**src/rtl/route_scheduler.sv**
```systemverilog
// Purpose : grants one of four sources a timed route to a destination, with round-robin
//           or (ROUTE_PRIORITY_EN defined) fixed-priority arbitration, source 0 highest.
// Ports   : clk, rst_n (async, active low); req[3:0], dest[7:0] (2 bits per source),
//           data_in[15:0] (nibble per source); grant, mux_sel, demux_sel, route_en,
//           data_out, busy are all registered.
// Latency : request in IDLE -> grant after 1 edge -> route_en after 2 edges; route_en
//           stays high for HOLD_CYCLES cycles unless the winner drops req first.
module route_scheduler #(
  parameter int HOLD_CYCLES = 4  // 1..255
) (
  input  logic        clk,
  input  logic        rst_n,
  input  logic [3:0]  req,
  input  logic [7:0]  dest,
  input  logic [15:0] data_in,
  output logic [3:0]  grant,
  output logic [1:0]  mux_sel,
  output logic [1:0]  demux_sel,
  output logic        route_en,
  output logic [3:0]  data_out,
  output logic        busy
);

  typedef enum logic [1:0] {S_IDLE, S_GRANT, S_HOLD, S_RELEASE} state_t;

  localparam logic [7:0] LAST_CNT = 8'(HOLD_CYCLES - 1);

  state_t      state_q, state_d;
  logic [3:0]  grant_q, grant_d;
  logic [1:0]  mux_q, mux_d;
  logic [1:0]  demux_q, demux_d;
  logic        route_en_q, route_en_d;
  logic [3:0]  dout_q, dout_d;
  logic        busy_q, busy_d;
  logic [7:0]  cnt_q, cnt_d;
`ifndef ROUTE_PRIORITY_EN
  logic [1:0]  rr_q, rr_d;
`endif

  logic [1:0]  win;
  logic        win_vld;
  logic [3:0]  sel_nibble;

  assign sel_nibble = data_in[{mux_q, 2'b00} +: 4];

  // Arbiter. The loop runs from the lowest-priority candidate to the highest so the
  // last match (highest priority) is the one that sticks.
  always_comb begin
    win     = 2'd0;
    win_vld = 1'b0;
`ifdef ROUTE_PRIORITY_EN
    for (int i = 3; i >= 0; i--) begin
      if (req[i]) begin
        win     = 2'(i);
        win_vld = 1'b1;
      end
    end
`else
    for (int i = 3; i >= 0; i--) begin
      // 2-bit addition wraps modulo 4 by construction.
      if (req[rr_q + 2'(i)]) begin
        win     = rr_q + 2'(i);
        win_vld = 1'b1;
      end
    end
`endif
  end

  always_comb begin
    state_d    = state_q;
    grant_d    = grant_q;
    mux_d      = mux_q;
    demux_d    = demux_q;
    dout_d     = dout_q;
    cnt_d      = cnt_q;
    route_en_d = 1'b0;
`ifndef ROUTE_PRIORITY_EN
    rr_d       = rr_q;
`endif
    case (state_q)
      S_IDLE: begin
        if (win_vld) begin
          state_d = S_GRANT;
          grant_d = 4'b0001 << win;
          mux_d   = win;
          demux_d = dest[{win, 1'b0} +: 2];
        end
      end
      S_GRANT: begin
        if (req[mux_q]) begin
          state_d    = S_HOLD;
          cnt_d      = 8'd0;
          route_en_d = 1'b1;
          dout_d     = sel_nibble;
        end else begin
          state_d = S_RELEASE;
          grant_d = 4'b0000;
`ifndef ROUTE_PRIORITY_EN
          rr_d    = mux_q + 2'd1;
`endif
        end
      end
      S_HOLD: begin
        // The cycle that just ended was routed; leave if it was the last allowed one
        // or if the winner withdrew its request during it.
        if (!req[mux_q] || cnt_q == LAST_CNT) begin
          state_d = S_RELEASE;
          grant_d = 4'b0000;
`ifndef ROUTE_PRIORITY_EN
          rr_d    = mux_q + 2'd1;
`endif
        end else begin
          cnt_d      = cnt_q + 8'd1;
          route_en_d = 1'b1;
          dout_d     = sel_nibble;
        end
      end
      default: begin
        state_d = S_IDLE;
      end
    endcase
    busy_d = (state_d != S_IDLE);
  end

  always_ff @(posedge clk or negedge rst_n) begin
    if (!rst_n) begin
      state_q    <= S_IDLE;
      grant_q    <= 4'd0;
      mux_q      <= 2'd0;
      demux_q    <= 2'd0;
      route_en_q <= 1'b0;
      dout_q     <= 4'd0;
      busy_q     <= 1'b0;
      cnt_q      <= 8'd0;
`ifndef ROUTE_PRIORITY_EN
      rr_q       <= 2'd0;
`endif
    end else begin
      state_q    <= state_d;
      grant_q    <= grant_d;
      mux_q      <= mux_d;
      demux_q    <= demux_d;
      route_en_q <= route_en_d;
      dout_q     <= dout_d;
      busy_q     <= busy_d;
      cnt_q      <= cnt_d;
`ifndef ROUTE_PRIORITY_EN
      rr_q       <= rr_d;
`endif
    end
  end

  assign grant     = grant_q;
  assign mux_sel   = mux_q;
  assign demux_sel = demux_q;
  assign route_en  = route_en_q;
  assign data_out  = dout_q;
  assign busy      = busy_q;

endmodule

```
**config.mk**
```make
export PLATFORM = sky130hd
export DESIGN_NAME = route_scheduler
export DESIGN_NICKNAME = d
export VERILOG_FILES = /design/src/rtl/route_scheduler.sv
export SDC_FILE = /design/constraint.sdc
export NUM_CORES = 1
export LEC_CHECK = 0
export BUFFER_PORTS_ARGS = -buffer_cell sky130_fd_sc_hd__buf_4
export CELL_PAD_IN_SITES_DETAIL_PLACEMENT = 2
export CELL_PAD_IN_SITES_GLOBAL_PLACEMENT = 2
export CORE_MARGIN = 2
export CORE_UTILIZATION = 34
export DETAILED_ROUTE_END_ITERATION = 6
export PLACE_DENSITY = 0.88
export SLEW_MARGIN = 20
export SYNTH_ARGS = -nofsm -noshare
export SYNTH_HDL_FRONTEND = slang
export SYNTH_SLANG_ARGS = --single-unit
```
**constraint.sdc**
```tcl
create_clock -name clk -period 3.6 [get_ports clk]
set_clock_uncertainty 0.2 [all_clocks]
set_input_delay 0.72 -clock clk [delete_from_list [all_inputs] [get_ports clk]]
set_output_delay 0.72 -clock clk [all_outputs]
set_load 0.03 [all_outputs]
```
==> metrics, run 1 <==
latest clock arrival within the worst-skew pair=0.27 ns; startpoint types=register; clk sink count=26; WL/cell=18.76 um; Setup crit end kind=register; area growth from synthesis to layout=26.54%; share of the synthesized area in the top cell type=42.21%; share of the clock period used by the worst path=66.64%; port bufs=43; Mapped Area=1541 um^2; Pint=0.0009051 W; fraction of registers with async set/reset=100.0%; setup TNS=0 ns; Max VDD drop=0.3641 mV; Die H=71.34 um; vias per cell=5.477; DPL Wire Length=3472 um; # DRC=0; nets@finish=220; final worst slack=1.201 ns; I/O pin count=44; DR vias=1,287; R2R depth=6; CTS H-Tree Depth=1; critical path data arrival time=2.35 ns; initial antenna violation count=0; initial core utilization=35.40%; Max Root-Sink Buffers=2; die width=71.34 um; Area contributors post-synth=dfrtp_1 42%, mux4_2 7.3%, mux2_2 4.4%, ha_1 4.1%, mux2_1 2.9%; CP Class=reg2reg; Final Setup Violations=0; Synth Warn #=0; Comb power frac=57.8%; f_max=416.8 MHz; first-pass GRT wire length=7355 um; DIE AREA=5089 um^2; layout cells sized above 1=37.16%; Post-synth EDFFs=0; P per Cell Area=840.9 nW/um^2; share of power burned in registers=32.2%; drt pass-1 iters=4; CTS tree=yes; most common cell in the netlist=dfrtp_1; syn_nets=176; register area share after synthesis=42.21%; largest net degree at the start of global routing=27; worst slack, placed=1.033 ns; r2r setup slk=1.20 ns; Yosys reg bits=26; drt initial violations=35; run status=complete, no violations; Mapped Cells=141; minimum clock period=2.399 ns; ANT cells=0; RSZ-0062 raised after global routing=false; Critical Path Max Stage Delay=0.54 ns; CP Launch Point=cnt_q[0]$_DFFE_PN0P_; Switching Fraction=44.82%; post_cts resized=0; maxcap violations=0; core box area=4354 um^2; setup bufs post-CTS=0; Yosys top cell by area=dfrtp_1; dpl cells=232; Synth top cells by count=26 x dfrtp_1, 11 x nor2_1, 9 x nand2_1, 8 x inv_1, 8 x o21ai_0; clock group share of total power=10.1%; TritonCTS buffer count=3; routed wire length=4409 um; GP Congestion=0.7694; Routed Antenna Nets=0; critical path's slowest cell=or3b_2; Hold WC Path Type=in2async; P_leak=0.9377 nW; Final Hold Vio Count=0; FF-to-FF Start=cnt_q[0]$_DFFE_PN0P_; gr usage total=18.46%; CP Data Required Time=3.55 ns; CP max FO=4; Slew Limit Fails=0; Sw Pwr=0.0007352 W; Post-CTS Hold Buffers=0; actual slew at the worst max-slew pin=0.8641 ns; critical-path cell list=ha_1 -> or3b_2 -> o21a_1 -> o21ai_2 -> nand2_2 -> mux2_1; Clock Pin Slew Worst Setup and Hold Paths=0.09 ns; Avg Synthesized Cell Area=10.93 um^2; Yosys cell types=47; Most used DFF post-synth=dfrtp_1; vias in the first global route=1,445; Rows=24; reg2reg end=grant[2]$_DFFE_PN0P_; fin cells=235; Root Driver=clkbuf_8; total gr overflow=0; relative slew slack=41.76%
==> registers in the layout, summed over array words and instances (netlist names) <==
| register | cells |
|---|---|
| state_q | 2 |
| grant | 4 |
| cnt_q | 8 |
| route_en | 1 |
| mux_sel | 2 |
| busy | 1 |
| demux_sel | 2 |
| rr_q | 2 |
| data_out | 4 |
==> worst max-delay path, delay by kind of cell, from the launching register on <==
kind | cells | cell delay, ns
AND/OR/NAND/NOR | 2 | 0.67
flip-flops | 1 | 0.41
adder cells (fa/ha/maj) | 1 | 0.26
AO/OA/AOI/OAI | 2 | 0.40
multiplexers | 1 | 0.34
==> worst max path at each step <==
| stage | to | slack, ns | depth (start not counted) |
|---|---|---|---|
| after detailed placement | busy$_DFF_PN0_ | 1.03 | 6 |
| after global routing | grant[2]$_DFFE_PN0P_ | 1.09 | 6 |
| after CTS | grant[2]$_DFFE_PN0P_ | 1.18 | 6 |
| after floorplan | demux_sel[0]$_DFFE_PN0P_ | 1.30 | 6 |
| final | grant[2]$_DFFE_PN0P_ | 1.20 | 6 |
| after global placement | busy$_DFF_PN0_ | 1.12 | 6 |
==> final cells by class <==
type / instances / area (um^2)
inverters: 8 / 30.03
multi-input cells: 103 / 840.8
fillers: 478 / 2404
flip-flops and latches: 26 / 650.6
clock buffers: 3 / 41.29
well taps: 52 / 65.06
repair buffers: 43 / 322.8
==> placed cells by master, fill, tap and decap left out, types with 3 or more instances in the layout <==
| cell | instances |
|---|---|
| a21o_1 | 3 |
| and3_1 | 4 |
| buf_4 | 43 |
| clkbuf_8 | 3 |
| dfrtp_1 | 26 |
| ha_1 | 5 |
| inv_1 | 8 |
| mux2_1 | 4 |
| mux2_2 | 6 |
| mux4_2 | 5 |
| nand2_1 | 9 |
| nand3_1 | 5 |
| nor2_1 | 11 |
| o21ai_0 | 8 |
| xor2_1 | 4 |
==> per-stage QoR <==
step / hold slack [ns] / area [um^2] / total power (W) / util [%]
2_1_floorplan: 0.2244 / 1541 / 0.001188 / -
3_3_place_gp: 0.2809 / 1909 / 0.001423 / 43.85
3_5_place_dp: 0.2872 / 1909 / 0.001488 / 43.85
4_1_cts: 0.1600 / 1951 / 0.001665 / 44.80
5_1_grt: 0.1623 / 1951 / 0.001771 / 44.80
6_report: 0.1494 / 1951 / 0.001640 / 44.80
==> metal layers <==
metal	up-vias	wire length (um)	global-route usage, %	part of all wire (%)
li1	598	-	-	-
met3	4	186	3.797	4.2
met5	-	0	0	0
met4	0	25	2.516	0.57
met1	656	1826	22.67	41
met2	29	2370	34.05	54
==> power groups by stage <==
stage / Combinational (W) / Sequential (W) / Clock (W)
after global routing: 0.00104 / 0.000547 / 0.000184
final: 0.000948 / 0.000527 / 0.000165
after floorplan: 0.000583 / 0.000605 / 0
after CTS: 0.000964 / 0.000528 / 0.000172
after global placement: 0.000901 / 0.000522 / 0
after detailed placement: 0.000956 / 0.000533 / 0
==> logic make-up after synthesis <==
logic type	Yosys count	synth area share, %
and+or+nand+nor	48	16.72
xor gates and xnor gates	6	3.409
buffers and inverters	12	3.247
muxes	17	16.23
AOI/OAI and AO/OA	27	14.12
DFF	26	42.21
adders and majority gates	5	4.058
(Power assumes the default switching activity.)
==> run 2, diff against run 1 <==
Settings changed: CORE_UTILIZATION 34 to 32, PLACE_DENSITY 0.88 to 0.84.
Clock period 3.6 ns to 2.4 ns, I/O delays scaled along.
==> run 2 against run 1 <==
  * Total power increased by 56%
  * Clock-buffer cell count increased by 1
  * Maximum frequency increased by 7.0%
  * Setup slack got worse by 1.0 ns
  * Register-to-register slack got worse by 1.0 ns
  * Critical path depth decreased by 3
  * Die area increased by 5.9%
  * First-iteration DRC count decreased by 46%
  * Critical endpoint is now data_out[1]$_DFFE_PN0P_
==> metrics, run 2 (synthesized netlist as in run 1, its figures left out) <==
worst slack, placed=0.05648 ns; die width=73.41 um; initial antenna violation count=0; I/O pin count=44; initial core utilization=32.85%; CP top delay family=simple AND/OR/NAND/NOR gates; run status=complete, no violations; vias per cell=5.370; critical-path cell list=or4_4 -> o311ai_4 -> mux2_2; routed wire length=4533 um; port bufs=43; CTS tree=yes; Sw Pwr=0.001127 W; Max VDD drop=0.5739 mV; drt pass-1 iters=3; Root Driver=clkbuf_8; hold slack=0.3195 ns; # fillers=524; vias in the first global route=1,515; DPL Wire Length=3586 um; Switching Fraction=43.98%; final worst slack=0.1587 ns; startpoint types=register; nets@finish=225; CP max FO=9; clk sink count=26; WL/cell=18.65 um; Critical Path Max Stage Delay=0.59 ns; latest clock arrival within the worst-skew pair=0.27 ns; CP Data Required Time=2.35 ns; area growth from synthesis to layout=30.52%; Clock Pin Slew Worst Setup and Hold Paths=0.09 ns; # DRC=0; Final Setup Violations=0; Largest register FFs=8; critical path data arrival time=2.20 ns; f_max=446.2 MHz; ANT cells=0; relative slew slack=67.68%; critical path's slowest cell=or4_4; WP buf/inv=0; P per Cell Area=1273 nW/um^2; P_leak=0.9689 nW; Setup crit end kind=register; Rows=25; Max Root-Sink Buffers=2; first-pass GRT wire length=7355 um; gr usage total=17.44%; TritonCTS buffer count=3; Tot Pwr=0.002562 W; commonest non-fill, non-tap cell in the layout=buf_4; minimum clock period=2.241 ns; final core utilization=42.88%; CTS H-Tree Depth=1; CP Class=reg2reg; Slew Limit Fails=0; core box area=4692 um^2; most flop-heavy register=cnt_q; layout cells sized above 1=39.15%; Pint=0.001435 W; Comb power frac=58.9%; Routed Antenna Nets=0; r2r setup slk=0.16 ns; GP Congestion=0.7665; Hold WC Path Type=reg2reg; drt initial violations=19; clock group share of total power=11.1%; most frequent cells in the layout=47 x buf_4, 26 x dfrtp_1, 11 x nor2_1; total gr overflow=0; share of the clock period used by the worst path=93.39%; DIE AREA=5388 um^2; actual slew at the worst max-slew pin=0.4836 ns; maxcap violations=0; largest net degree at the start of global routing=27; share of power burned in registers=30.0%; RSZ-0062 raised after global routing=false; setup TNS=0 ns; Final Hold Vio Count=0; DR vias=1,305; Die H=73.41 um
-- run 2: changes by cell type in the layout (fill, tap and decap cells not counted) --
cell	change
buf_4	+4
clkbuf_8	+1
dlygate4sd3_1	+1
ha_1	-1
ha_2	+1
or3b_2	-1
or3b_4	+1
-- run 2: final timing paths --
kind,start,endpoint,depth (start not counted)
max,cnt_q[2]$_DFFE_PN0P_,data_out[1]$_DFFE_PN0P_,3
min,grant[1]$_DFFE_PN0P_,grant[1]$_DFFE_PN0P_,1
max reg2reg,cnt_q[2]$_DFFE_PN0P_,data_out[1]$_DFFE_PN0P_,3
min reg2reg,grant[1]$_DFFE_PN0P_,grant[1]$_DFFE_PN0P_,1
max in group asynchronous,rst_n,demux_sel[1]$_DFFE_PN0P_,2
min in group asynchronous,rst_n,cnt_q[5]$_DFFE_PN0P_,2
-- run 2: final cells by class --
| cell class | count | area, um^2 | area share, % |
|---|---|---|---|
| Multi-Input combinational cell | 103 | 845.8 | 42.04 |
| Timing Repair Buffer | 48 | 362.8 | 18.03 |
| Clock buffer | 4 | 55.05 | 2.736 |
| Inverter | 8 | 30.03 | 1.493 |
| Sequential cell | 26 | 650.6 | 32.34 |
| Tap cell | 54 | 67.56 | 3.358 |
-- run 2: power by group through the flow --
stage	Combinational, W	Sequential [W]	Clock (W)
detailed placement	0.00149	0.000776	0
global route	0.00165	0.000787	0.000310
CTS	0.00152	0.000770	0.000296
finish	0.00151	0.000768	0.000285
floorplan	0.000874	0.000908	0
global placement	0.00141	0.000753	0
-- run 2: routing by layer --
metal | global-route usage (%) | share of wire (%)
met5 | 0 | 0
met4 | 2.020 | 0
met3 | 3.292 | 2.9
met2 | 34.33 | 57
met1 | 19.85 | 40
-- run 2: timing repair --
action,in CTS,in global routing
pin swaps,0,0
hold buffers,1,0
buffers inserted,0,2
resized for setup,1,1
setup endpoints to repair,1,10
gates cloned,0,0
endpoints found under the hold margin,26,0
-- run 2: stage by stage --
stage / area [um^2] / std cells
6_report: 2012 / 243
5_1_grt: 2012 / 243
4_1_cts: 1994 / 241
3_5_place_dp: 1927 / 236
3_3_place_gp: 1927 / 236
2_1_floorplan: 1541 / 141
==> run 3, diff against run 2 <==
Settings changed: PLACE_DENSITY 0.84 to default, PLACE_DENSITY_LB_ADDON from default to 0.1.
==> run 3 against run 2 <==
  * Die area stayed put
  * Combinational power is 3% higher
  * Clock-buffer cell count stayed put
==> metrics, run 3 (synthesized netlist as in run 1, its figures left out) <==
run status=complete, no violations; latest clock arrival within the worst-skew pair=0.27 ns; clk sink count=26; CTS H-Tree Depth=1; ANT cells=0; Multi-input gate area=843.3 um^2; DP Area=1927 um^2; CTS tree=yes; layout cells sized above 1=39.79%; I/O pin count=44; Max Root-Sink Buffers=2; share of the clock period used by the worst path=95.35%; Rows=25; R2R depth=6; final core utilization=43.41%; f_max=437.0 MHz; P per Cell Area=1279 nW/um^2; DPL Wire Length=3496 um; # fillers=517; RSZ-0062 raised after global routing=false; minimum clock period=2.288 ns; die width=73.41 um; port bufs=43; CP Class=reg2reg; routed wire length=4419 um; actual slew at the worst max-slew pin=0.4055 ns; Hold WC Path Type=reg2reg; Slew Limit Fails=0; Largest register FFs=8; r2r setup slk=0.11 ns; GP Congestion=0.7579; FF-to-FF Start=cnt_q[1]$_DFFE_PN0P_; first-pass GRT wire length=7127 um; vias per cell=5.208; drt pass-1 iters=4; Routed Antenna Nets=0; commonest non-fill, non-tap cell in the layout=buf_4; area growth from synthesis to layout=32.14%; CP Data Required Time=2.35 ns; TritonCTS buffer count=3; drt initial violations=46; reg2reg end=grant[1]$_DFFE_PN0P_; setup TNS=0 ns; DIE AREA=5388 um^2; maxcap violations=0; Max VDD drop=0.5384 mV; Tot Pwr=0.002605 W; Final Hold Vio Count=0; most flop-heavy register=cnt_q; Critical Path Max Stage Delay=0.52 ns; critical-path cell list=ha_2 -> or3b_2 -> o21a_1 -> o21ai_2 -> nand2_2 -> mux2_1; Root Driver=clkbuf_8; Hold EP=grant[3]$_DFFE_PN0P_; gr usage total=17.37%; CP Launch Point=cnt_q[1]$_DFFE_PN0P_; # DRC=0; most frequent cells in the layout=48 x buf_4, 26 x dfrtp_1, 11 x nor2_1; initial core utilization=32.85%; Final Setup Violations=0; Storage cell area=650.6 um^2; Setup crit end kind=register; hold slack=0.3046 ns; core box area=4692 um^2; final instance area=2037 um^2; nets@finish=227; critical path's slowest cell=or3b_2; hold depth=1; largest net degree at the start of global routing=27; Worst Hold Launch=grant[3]$_DFFE_PN0P_; relative slew slack=72.68%; startpoint types=register; DR vias=1,276; total gr overflow=0; P_leak=0.9818 nW; CP max FO=4; critical path data arrival time=2.24 ns; vias in the first global route=1,486; Die H=73.41 um; initial antenna violation count=0; WL/cell=18.04 um; Clock Pin Slew Worst Setup and Hold Paths=0.09 ns
[run 3: through the flow]
step	setup slack (ns)	instances
floorplan	0.2416	141
global placement	0.1722	236
detailed placement	0.04768	236
CTS	0.02182	241
global route	0.006625	245
finish	0.1115	245
[run 3: repair_timing]
action,4_1_cts,5_1_grt
gates resized for setup,0,1
hold buffers,1,0
hold endpoints to repair,26,0
setup buffers,0,4
endpoints found under the setup margin,0,13
[run 3: final cells by class]
class                           count  share of cell area [%]
Clock buffer                        4                   2.703
Tap cell                           54                   3.317
Inverter                            8                   1.474
Timing Repair Buffer               50                   19.16
Sequential cell                    26                   31.94
Multi-Input combinational cell    103                   41.40
[run 3: worst max-delay path, delay by kind of cell, from the launching register on]
family,cells,cell delay [ns]
compound gates,2,0.37
flops,1,0.40
simple gates,2,0.63
mux,1,0.34
fa+ha+maj,1,0.23
[run 3: per-layer routing]
layer	share of wire (%)	global-route usage, %	vias to the layer above
met2	55	32.23	22
met1	42	20.82	640
li1	-	-	612
met5	0	0	-
met3	2.7	3.429	2
met4	0.66	3.232	0
[run 3: how the worst max path moves through the flow]
stage                                    to  slack, ns  cells past startpoint
floorplan              cnt_q[6]$_DFFE_PN0P_       0.24                      6
global placement    data_out[1]$_DFFE_PN0P_       0.17                      4
finish                 grant[1]$_DFFE_PN0P_       0.11                      6
detailed placement  data_out[0]$_DFFE_PN0P_       0.05                      4
CTS                 data_out[0]$_DFFE_PN0P_       0.02                      4
global route           grant[1]$_DFFE_PN0P_      0.007                      6
[run 3: report_power, final]
part | switching [W] | total (W) | internal (W)
sequential | 0.000149 | 0.000758 | 0.000609
clock | 0.000137 | 0.000283 | 0.000147
combinational | 0.000841 | 0.00156 | 0.000723
